[config.mk]
export PLATFORM = sky130hd
export DESIGN_NAME = program_counter_unit
export DESIGN_NICKNAME = d
export VERILOG_FILES = /design/src/rtl/pc_pkg.sv /design/src/rtl/pc_next_sel.sv /design/src/rtl/program_counter_unit.sv
export SDC_FILE = /design/constraint.sdc
export NUM_CORES = 1
export LEC_CHECK = 0
export ABC_AREA = 1
export CORE_MARGIN = 1.5
export CORE_UTILIZATION = 30
export DETAILED_ROUTE_END_ITERATION = 12
export GPL_TIMING_DRIVEN = 0
export SLEW_MARGIN = 20
export SYNTH_ARGS = -nofsm -noshare
export SYNTH_HDL_FRONTEND = slang
export SYNTH_SLANG_ARGS = --single-unit
export TNS_END_PERCENT = 100
[constraint.sdc]
create_clock -name clock -period 2.38 [get_ports clock]
set_input_delay 0.357 -clock clock [delete_from_list [all_inputs] [get_ports clock]]
set_output_delay 0.357 -clock clock [all_outputs]
set_load 0.01 [all_outputs]
[src/rtl/pc_pkg.sv]
// Shared types and helpers for the program-counter unit.
package pc_pkg;

    typedef enum logic [1:0] {
        BOOT  = 2'd0,
        RUN   = 2'd1,
        HALT  = 2'd2,
        FAULT = 2'd3
    } pc_state_e;

    // Number of PC low bits that must be zero for a legal instruction address.
    function automatic int align_bits(input int align);
        return $clog2(align);
    endfunction

endpackage

[src/rtl/pc_next_sel.sv]
// Combinational next-PC helpers: sequential adder, trap-vector masking,
// jump-over-branch selection and the target alignment check.
module pc_next_sel
    import pc_pkg::*;
#(
    parameter int XLEN  = 32,
    parameter int ALIGN = 4
) (
    input  logic [XLEN-1:0] pc_i,
    input  logic            branch_taken_i,
    input  logic [XLEN-1:0] branch_target_i,
    input  logic            jump_i,
    input  logic [XLEN-1:0] jump_target_i,
    input  logic [XLEN-1:0] trap_vector_i,
    output logic [XLEN-1:0] pc_plus_inc_o,
    output logic [XLEN-1:0] trap_pc_o,
    output logic            redir_o,
    output logic [XLEN-1:0] redir_target_o,
    output logic            redir_ok_o
);

    localparam int AB = align_bits(ALIGN);

    // Wraps modulo 2^XLEN through the natural width of the sum.
    assign pc_plus_inc_o  = pc_i + XLEN'(ALIGN);
    assign trap_pc_o      = {trap_vector_i[XLEN-1:AB], {AB{1'b0}}};
    assign redir_o        = jump_i | branch_taken_i;
    assign redir_target_o = jump_i ? jump_target_i : branch_target_i;
    assign redir_ok_o     = (redir_target_o[AB-1:0] == '0);

endmodule

[src/rtl/program_counter_unit.sv]
// Program-counter unit: FSM, fetch-address register, fault capture and
// retired-advance counter around the pc_next_sel selection logic.
module program_counter_unit
    import pc_pkg::*;
#(
    parameter int              XLEN         = 32,
    parameter logic [XLEN-1:0] RESET_VECTOR = '0,
    parameter int              ALIGN        = 4,
    parameter int              CNT_W        = 64
) (
    input  logic             clock,
    input  logic             reset,
    input  logic             stall,
    input  logic             branch_taken,
    input  logic [XLEN-1:0]  branch_target,
    input  logic             jump,
    input  logic [XLEN-1:0]  jump_target,
    input  logic             trap,
    input  logic [XLEN-1:0]  trap_vector,
    input  logic             halt,
    input  logic             resume,
    output logic [XLEN-1:0]  pc,
    output logic [XLEN-1:0]  pc_plus_inc,
    output logic             pc_valid,
    output logic             halted,
    output logic             misaligned,
    output logic [XLEN-1:0]  bad_target,
    output logic [CNT_W-1:0] instret
);

    if (ALIGN != 2 && ALIGN != 4) begin : g_bad_align
        $error("program_counter_unit: ALIGN must be 2 or 4");
    end

    pc_state_e        state_q, state_d;
    logic [XLEN-1:0]  pc_q, pc_d;
    logic [XLEN-1:0]  bad_q, bad_d;
    logic [CNT_W-1:0] instret_q, instret_d;
    logic             pc_valid_q, halted_q, misaligned_q;

    logic [XLEN-1:0]  trap_pc;
    logic             redir;
    logic [XLEN-1:0]  redir_target;
    logic             redir_ok;

    pc_next_sel #(
        .XLEN  (XLEN),
        .ALIGN (ALIGN)
    ) u_next_sel (
        .pc_i            (pc_q),
        .branch_taken_i  (branch_taken),
        .branch_target_i (branch_target),
        .jump_i          (jump),
        .jump_target_i   (jump_target),
        .trap_vector_i   (trap_vector),
        .pc_plus_inc_o   (pc_plus_inc),
        .trap_pc_o       (trap_pc),
        .redir_o         (redir),
        .redir_target_o  (redir_target),
        .redir_ok_o      (redir_ok)
    );

    // NOTE: every signal gets a hold default first so no path leaves a latch.
    always_comb begin
        state_d   = state_q;
        pc_d      = pc_q;
        bad_d     = bad_q;
        instret_d = instret_q;
        unique case (state_q)
            BOOT: state_d = RUN;
            RUN: begin
                if (trap) begin
                    pc_d = trap_pc;
                end else if (halt) begin
                    state_d = HALT;
                end else if (stall) begin
                    // Redirects arriving under stall are dropped; requester re-presents them.
                end else if (redir) begin
                    if (redir_ok) begin
                        pc_d      = redir_target;
                        instret_d = instret_q + CNT_W'(1);
                    end else begin
                        state_d = FAULT;
                        bad_d   = redir_target;
                    end
                end else begin
                    pc_d      = pc_plus_inc;
                    instret_d = instret_q + CNT_W'(1);
                end
            end
            HALT: begin
                if (trap) begin
                    state_d = RUN;
                    pc_d    = trap_pc;
                end else if (resume) begin
                    state_d = RUN;
                end
            end
            FAULT: begin
                if (trap) begin
                    state_d = RUN;
                    pc_d    = trap_pc;
                end
            end
            default: state_d = BOOT;
        endcase
    end

    // NOTE: sequential state uses non-blocking assignments so all registers
    // update together from pre-edge values.
    always_ff @(posedge clock) begin
        if (reset) begin
            state_q      <= BOOT;
            pc_q         <= RESET_VECTOR;
            bad_q        <= '0;
            instret_q    <= '0;
            pc_valid_q   <= 1'b0;
            halted_q     <= 1'b0;
            misaligned_q <= 1'b0;
        end else begin
            state_q      <= state_d;
            pc_q         <= pc_d;
            bad_q        <= bad_d;
            instret_q    <= instret_d;
            pc_valid_q   <= (state_d == RUN);
            halted_q     <= (state_d == HALT);
            misaligned_q <= (state_d == FAULT);
        end
    end

    assign pc         = pc_q;
    assign pc_valid   = pc_valid_q;
    assign halted     = halted_q;
    assign misaligned = misaligned_q;
    assign bad_target = bad_q;
    assign instret    = instret_q;

endmodule

==> results.cfg, run 1 <==
[cells_and_area]
multiInputGateArea_sq_um = 5060
fillerInstances = 2761
final_nets = 1723
final_cell_mix = nand2_1, clkdlybuf4s50_1, nor2_1
final_common_cell = nand2_1
area_delta_synth_final_pct = 51.2
layout-drive-gt1-share_pct = 10.7
regArea_sq_um = 2730
insertedDiodeCount = 0

[critical_path]
cpMaxStageDelayCell = dfxtp_4
r2r_start = instret[22]
crit_chain = ha_4, nand2_4, nor2_4, nand2_4, nor2_4, nand2_1, xnor2_2, clkdlybuf4s15_1
reg2reg_depth = 7
r2r_setup_slack_ns = 0.23
crit_path_end_kind = primary output
worstSetupStartpointType = register
path_max_fanout = 5
critical_path_class = reg -> out
reg2reg_to = instret[47]
cp_data_required_time_ns = 2.02
cp.arrival_ns = 2.00
cpPeakStageDelay_ns = 0.38

[floorplanning]
core_area_sq_um = 26300
die_w_microns = 167
die_area_sq_um = 27900
die_y_microns = 167
rows = 59
pin_count = 267
initial_core_util_pct = 30.8

[global_routing]
first_global_vias = 9376
track_usage_pct = 25.6
antenna_found_initial = 0
gr-total-overflow = 0
grt_max_degree = 17
grt_pass1_wl_mm = 54.5

[synthesis]
syn_area_sq_um = 8080
avgSynthCellArea_sq_um = 6.18
synth_top_area_share_pct = 32.9
synth.area.top_cells = dfxtp_1, nand2_1, nor2_1
synth_nets = 1413
async_flop_share_pct = 0
syn_inst = 1307
ys.flop_type = dfxtp_1
synth_cell_types = 43
synth_edf_count = 0
ys_warn_count = 0
ys_ff_latch = 133
yosysSeqAreaShare_pct = 32.9
synth.largest_area_cell = dfxtp_1

[timing]
slew_viol_final = 0
hold_viol = 0
skew_ns = 0.0113
clock.fmax_mhz = 424
period_minus_slack_ns = 2.36
finalSetupViolations = 0
layout_setup_ws_ns = 0.0193
worst_slew_margin_rel_pct = 44.4
rsz0062_at_grt = yes
finalSetupTns_ns = 0
tightest_slew_ns = 0.834
timing.final.crit_share_pct = 99.2

[placement]
hpwl_mm = 28.7
dp_slack_ns = -0.576
gp_congestion = 0.926
io_buffers = 262

[clocking]
clk_pin_slew_ns = 0.06
clockBufferDepth = 2
cts_tree = done
cts_num_sinks = 133
cts-buffers-inserted = 17
clkLatencyLatePin_ns = 0.43
clock-root-buffer = clkbuf_16
htreeDepth = 4

[hold_path]
hold_depth = 2
whs_endpoint = bad_target[6]
hp-class = reg -> reg
hp-start = bad_target[6]

[pwr]
leakage_nw = 4.59
max-vdd-ir-drop_uv = 438
p_per_area_nw_per_um2 = 502

[routing]
wl_mm = 36.0
firstDrtPassIters = 5
via_count = 9817
drc = 0
detail_route.wl_per_cell_microns = 18.3
first_iter_violations = 655
viasPerCell = 5.00
drtAntennaViolNets = 0

[run_status]
status = complete, no violations

[flow_run]
cap_violations = 0
==> flip-flops by register name, summed over array words and instances (netlist names) <==
name        flops
misaligned      1
state_q         2
pc             32
bad_target     32
pc_valid        1
halted          1
instret        64
==> per-stage QoR <==
stage | cell area (sq um) | power (W) | instances | hold WS, ns | util (%)
2_1_floorplan | 8080 | 0.00283 | 1307 | 0.468 | -
3_3_place_gp | 11100 | 0.00346 | 1904 | 0.434 | 42.3
3_5_place_dp | 11100 | 0.00346 | 1904 | 0.437 | 42.3
4_1_cts | 12000 | 0.00613 | 1950 | 0.451 | 45.8
5_1_grt | 12200 | 0.00637 | 1965 | 0.470 | 46.5
6_report | 12200 | 0.00613 | 1965 | 0.450 | 46.5
==> synthesized netlist by cell type, types with 2 or more instances <==
cell / instances
nor2_1: 205
nand3_1: 47
buf_4: 2
nor3_1: 29
a22oi_1: 6
nor2_2: 4
nor4_1: 3
clkbuf_1: 30
xnor2_1: 13
nor2_4: 5
nand3b_1: 7
a21oi_1: 89
and3_1: 2
nand2_1: 393
or2_2: 5
o21a_1: 2
nor3b_1: 6
xor2_1: 19
buf_1: 2
a31oi_1: 2
ha_1: 2
nor3_4: 2
mux2i_1: 22
nand4_1: 32
inv_1: 125
buf_2: 10
or2_0: 20
o21ai_0: 76
dfxtp_1: 133
==> layout make-up <==
cell class              instances  area share (%)
multi-input cells            1002            41.4
clock buffers                  19            3.62
plain buffers                  44            1.52
flip-flops and latches        133            22.3
repair buffers                291            22.7
inverters                     128            3.94
well taps                     335            3.43
clock inverters                13            1.10
==> worst max-delay path, delay by kind of cell, from the launching register on <==
family	cells	cell delay, ns
simple gates	5	0.60
flops	1	0.38
buf+inv	1	0.26
xor+xnor	1	0.18
fa+ha+maj	1	0.15
==> worst max path at each step <==
stage                     cells past startpoint  slack [ns]         endpoint   start
after floorplan                               6        0.42  pc_plus_inc[14]   pc[2]
after global placement                        8       -0.56  pc_plus_inc[22]   pc[2]
after detailed placement                      8       -0.58  pc_plus_inc[22]   pc[2]
after CTS                                     8       -0.11  pc_plus_inc[14]   pc[2]
after global routing                          7       -0.08  pc_plus_inc[26]  pc[13]
final                                         8        0.02  pc_plus_inc[26]   pc[3]
==> metal layers <==
| metal | part of all wire (%) | track usage [%] | vias up | routed length, microns |
|---|---|---|---|---|
| li1 | - | - | 4792 | - |
| met1 | 40 | 30.8 | 4556 | 14500 |
| met2 | 49 | 44.8 | 409 | 17700 |
| met3 | 8.0 | 6.33 | 60 | 2890 |
| met4 | 2.3 | 7.79 | 0 | 833 |
| met5 | 0 | 0 | - | 0 |
==> what timing repair did <==
item,CTS,global route
endpoints found under the setup margin,28,29
hold buffers,0,0
gates resized for setup,119,46
setup buffers,14,15
pin swaps,12,9
cloned,0,0
==> power breakdown <==
group | leakage, nW | total (W) | internal [W] | switching (W)
registers | 1.09 | 0.00242 | 0.00230 | 0.000115
clock network | 0.267 | 0.00266 | 0.00156 | 0.00110
logic | 3.23 | 0.00105 | 0.000493 | 0.000561
total | 4.59 | 0.00613 | 0.00436 | 0.00177
==> logic make-up after synthesis <==
| group | synth area share [%] |
|---|---|
| buffers and inverters | 8.25 |
| muxes | 2.72 |
| and+or+nand+nor | 40.8 |
| xor gates and xnor gates | 3.47 |
| AOI/OAI and AO/OA | 11.5 |
| DFF | 32.9 |
| adders and majority gates | 0.310 |
Power figures use the tool's default switching activity.
==> run 2, diff against run 1 <==
- SLEW_MARGIN: 20 -> not set
==> results of run 2 <==
Final layout, timing and power as in run 1 (identical DEF).
==> run 3, diff against run 2 <==
- CORE_MARGIN: 1.5 -> 4
- CTS_CLUSTER_DIAMETER: not set -> 40
- GPL_TIMING_DRIVEN: 0 -> not set
==> results.cfg, run 3 (same netlist as run 1, synthesis figures left out) <==
[run_status]
status = finished with violations
violations = negative setup slack

[timing]
worst_slew_margin_rel_pct = 60.5
tightest_slew_ns = 0.576
skew_ns = 0.0105
timing.final.crit_share_pct = 102
layout_setup_ws_ns = -0.0462
clock.fmax_mhz = 412
slew_viol_final = 0
finalSetupViolations = 1
hold_viol = 0
finalSetupTns_ns = -0.0462
rsz0062_at_grt = yes
period_minus_slack_ns = 2.43

[critical_path]
cp.arrival_ns = 2.07
reg2reg_to = pc[13]
cpMaxStageDelayCell = dfxtp_2
cpPeakStageDelay_ns = 0.36
cpLargestDelayFamily = simple AND/OR/NAND/NOR gates
path_max_fanout = 3
r2r_start = pc[2]
critPathBufInv = 3
worstSetupStartpointType = register
crit_chain = ha_4, nand2_4, nor2_4, nand2_2, buf_6, nor2_4, buf_4, nand2_2, xnor2_2, buf_2
critical_path_class = reg -> out
cp_data_required_time_ns = 2.02
reg2reg_depth = 16
crit_path_end_kind = primary output
r2r_setup_slack_ns = 0.07

[routing]
firstDrtPassIters = 5
via_count = 9811
viasPerCell = 4.94
drtAntennaViolNets = 0
first_iter_violations = 760
wl_mm = 34.3
detail_route.wl_per_cell_microns = 17.3
drc = 0

[cells_and_area]
final_common_cell = nand2_1
final_nets = 1745
insertedDiodeCount = 0
layout-drive-gt1-share_pct = 13.9
area_delta_synth_final_pct = 55.6
largest_reg_flops = 64
final_cell_mix = nand2_1, clkdlybuf4s50_1, nor2_1
fin_util_pct = 47.9

[clocking]
htreeDepth = 4
cts-buffers-inserted = 17
clock-root-buffer = clkbuf_16
clkLatencyLatePin_ns = 0.43
cts_num_sinks = 133
clockBufferDepth = 2
clk_pin_slew_ns = 0.06
cts_hold_buf = 0
cts_tree = done

[hold_path]
whs_endpoint = bad_target[6]
hp-class = reg -> reg
hold_depth = 2
hp-start = bad_target[6]

[global_routing]
grt_pass1_wl_mm = 52.0
grt_max_degree = 59
gr-total-overflow = 0
track_usage_pct = 22.7
first_global_vias = 9351
antenna_found_initial = 0

[placement]
gp_congestion = 0.981
dp_slack_ns = -0.114
io_buffers = 264
hpwl_mm = 26.8

[floorplanning]
pin_count = 267
core_area_sq_um = 26300
die_w_microns = 172
initial_core_util_pct = 30.8
rows = 59
die_y_microns = 172
die_area_sq_um = 29600

[pwr]
leakage_nw = 4.83
p_per_area_nw_per_um2 = 498
max-vdd-ir-drop_uv = 291

[flow_run]
cap_violations = 0
-- run 3: area by class of cell --
| type | instances | area [sq um] |
|---|---|---|
| Clock buffer | 18 | 439 |
| Clock inverter | 13 | 159 |
| Fill cell | 2759 | 13700 |
| Inverter | 128 | 482 |
| Multi-Input combinational cell | 1002 | 5040 |
| Sequential cell | 133 | 2690 |
| Tap cell | 335 | 419 |
| Timing Repair Buffer | 357 | 3350 |
-- run 3: report_power, final --
group	total, W	internal, W	leakage (nW)	switching, W
logic	0.00114	0.000560	3.46	0.000580
clock network	0.00273	0.00167	0.288	0.00107
registers	0.00239	0.00230	1.08	0.0000853
-- run 3: worst max path at each step --
stage / slack (ns) / depth (start not counted) / endpoint / startpoint
final: -0.05 / 10 / pc_plus_inc[22] / pc[3]
after global routing: -0.11 / 10 / pc_plus_inc[22] / pc[3]
after CTS: -0.16 / 7 / pc_plus_inc[27] / pc[13]
after detailed placement: -0.11 / 8 / pc_plus_inc[18] / pc[2]
after global placement: -0.05 / 8 / pc_plus_inc[18] / pc[2]
after floorplan: 0.42 / 6 / pc_plus_inc[14] / pc[2]
-- run 3: metrics by stage --
stage | instances | area (sq um) | hold WS, ns | power, W
floorplan | 1307 | 8080 | 0.468 | 0.00283
CTS | 1978 | 12400 | 0.422 | 0.00628
global route | 1986 | 12600 | 0.445 | 0.00651
detailed placement | 1934 | 11600 | 0.438 | 0.00353
global placement | 1934 | 11600 | 0.433 | 0.00353
finish | 1986 | 12600 | 0.443 | 0.00626
-- run 3: repair_timing --
item                       in CTS  in global routing
setup endpoints to repair      25                 30
setup buffers                  13                  9
resized for setup             105                 69
pin swaps                       9                 21
-- run 3: routing by layer --
layer	vias up	track usage [%]	routed length, microns
met2	445	38.7	16300
met1	4467	27.5	14000
met3	59	5.90	2840
met5	-	0	0
li1	4840	-	-
met4	0	8.44	1120
-- run 3: worst min-delay path: cells and delay by family (launching register included) --
family                 cells  cell delay [ns]
flip-flops                 1             0.31
buffers and inverters      1             0.05
AO/OA/AOI/OAI              1             0.05
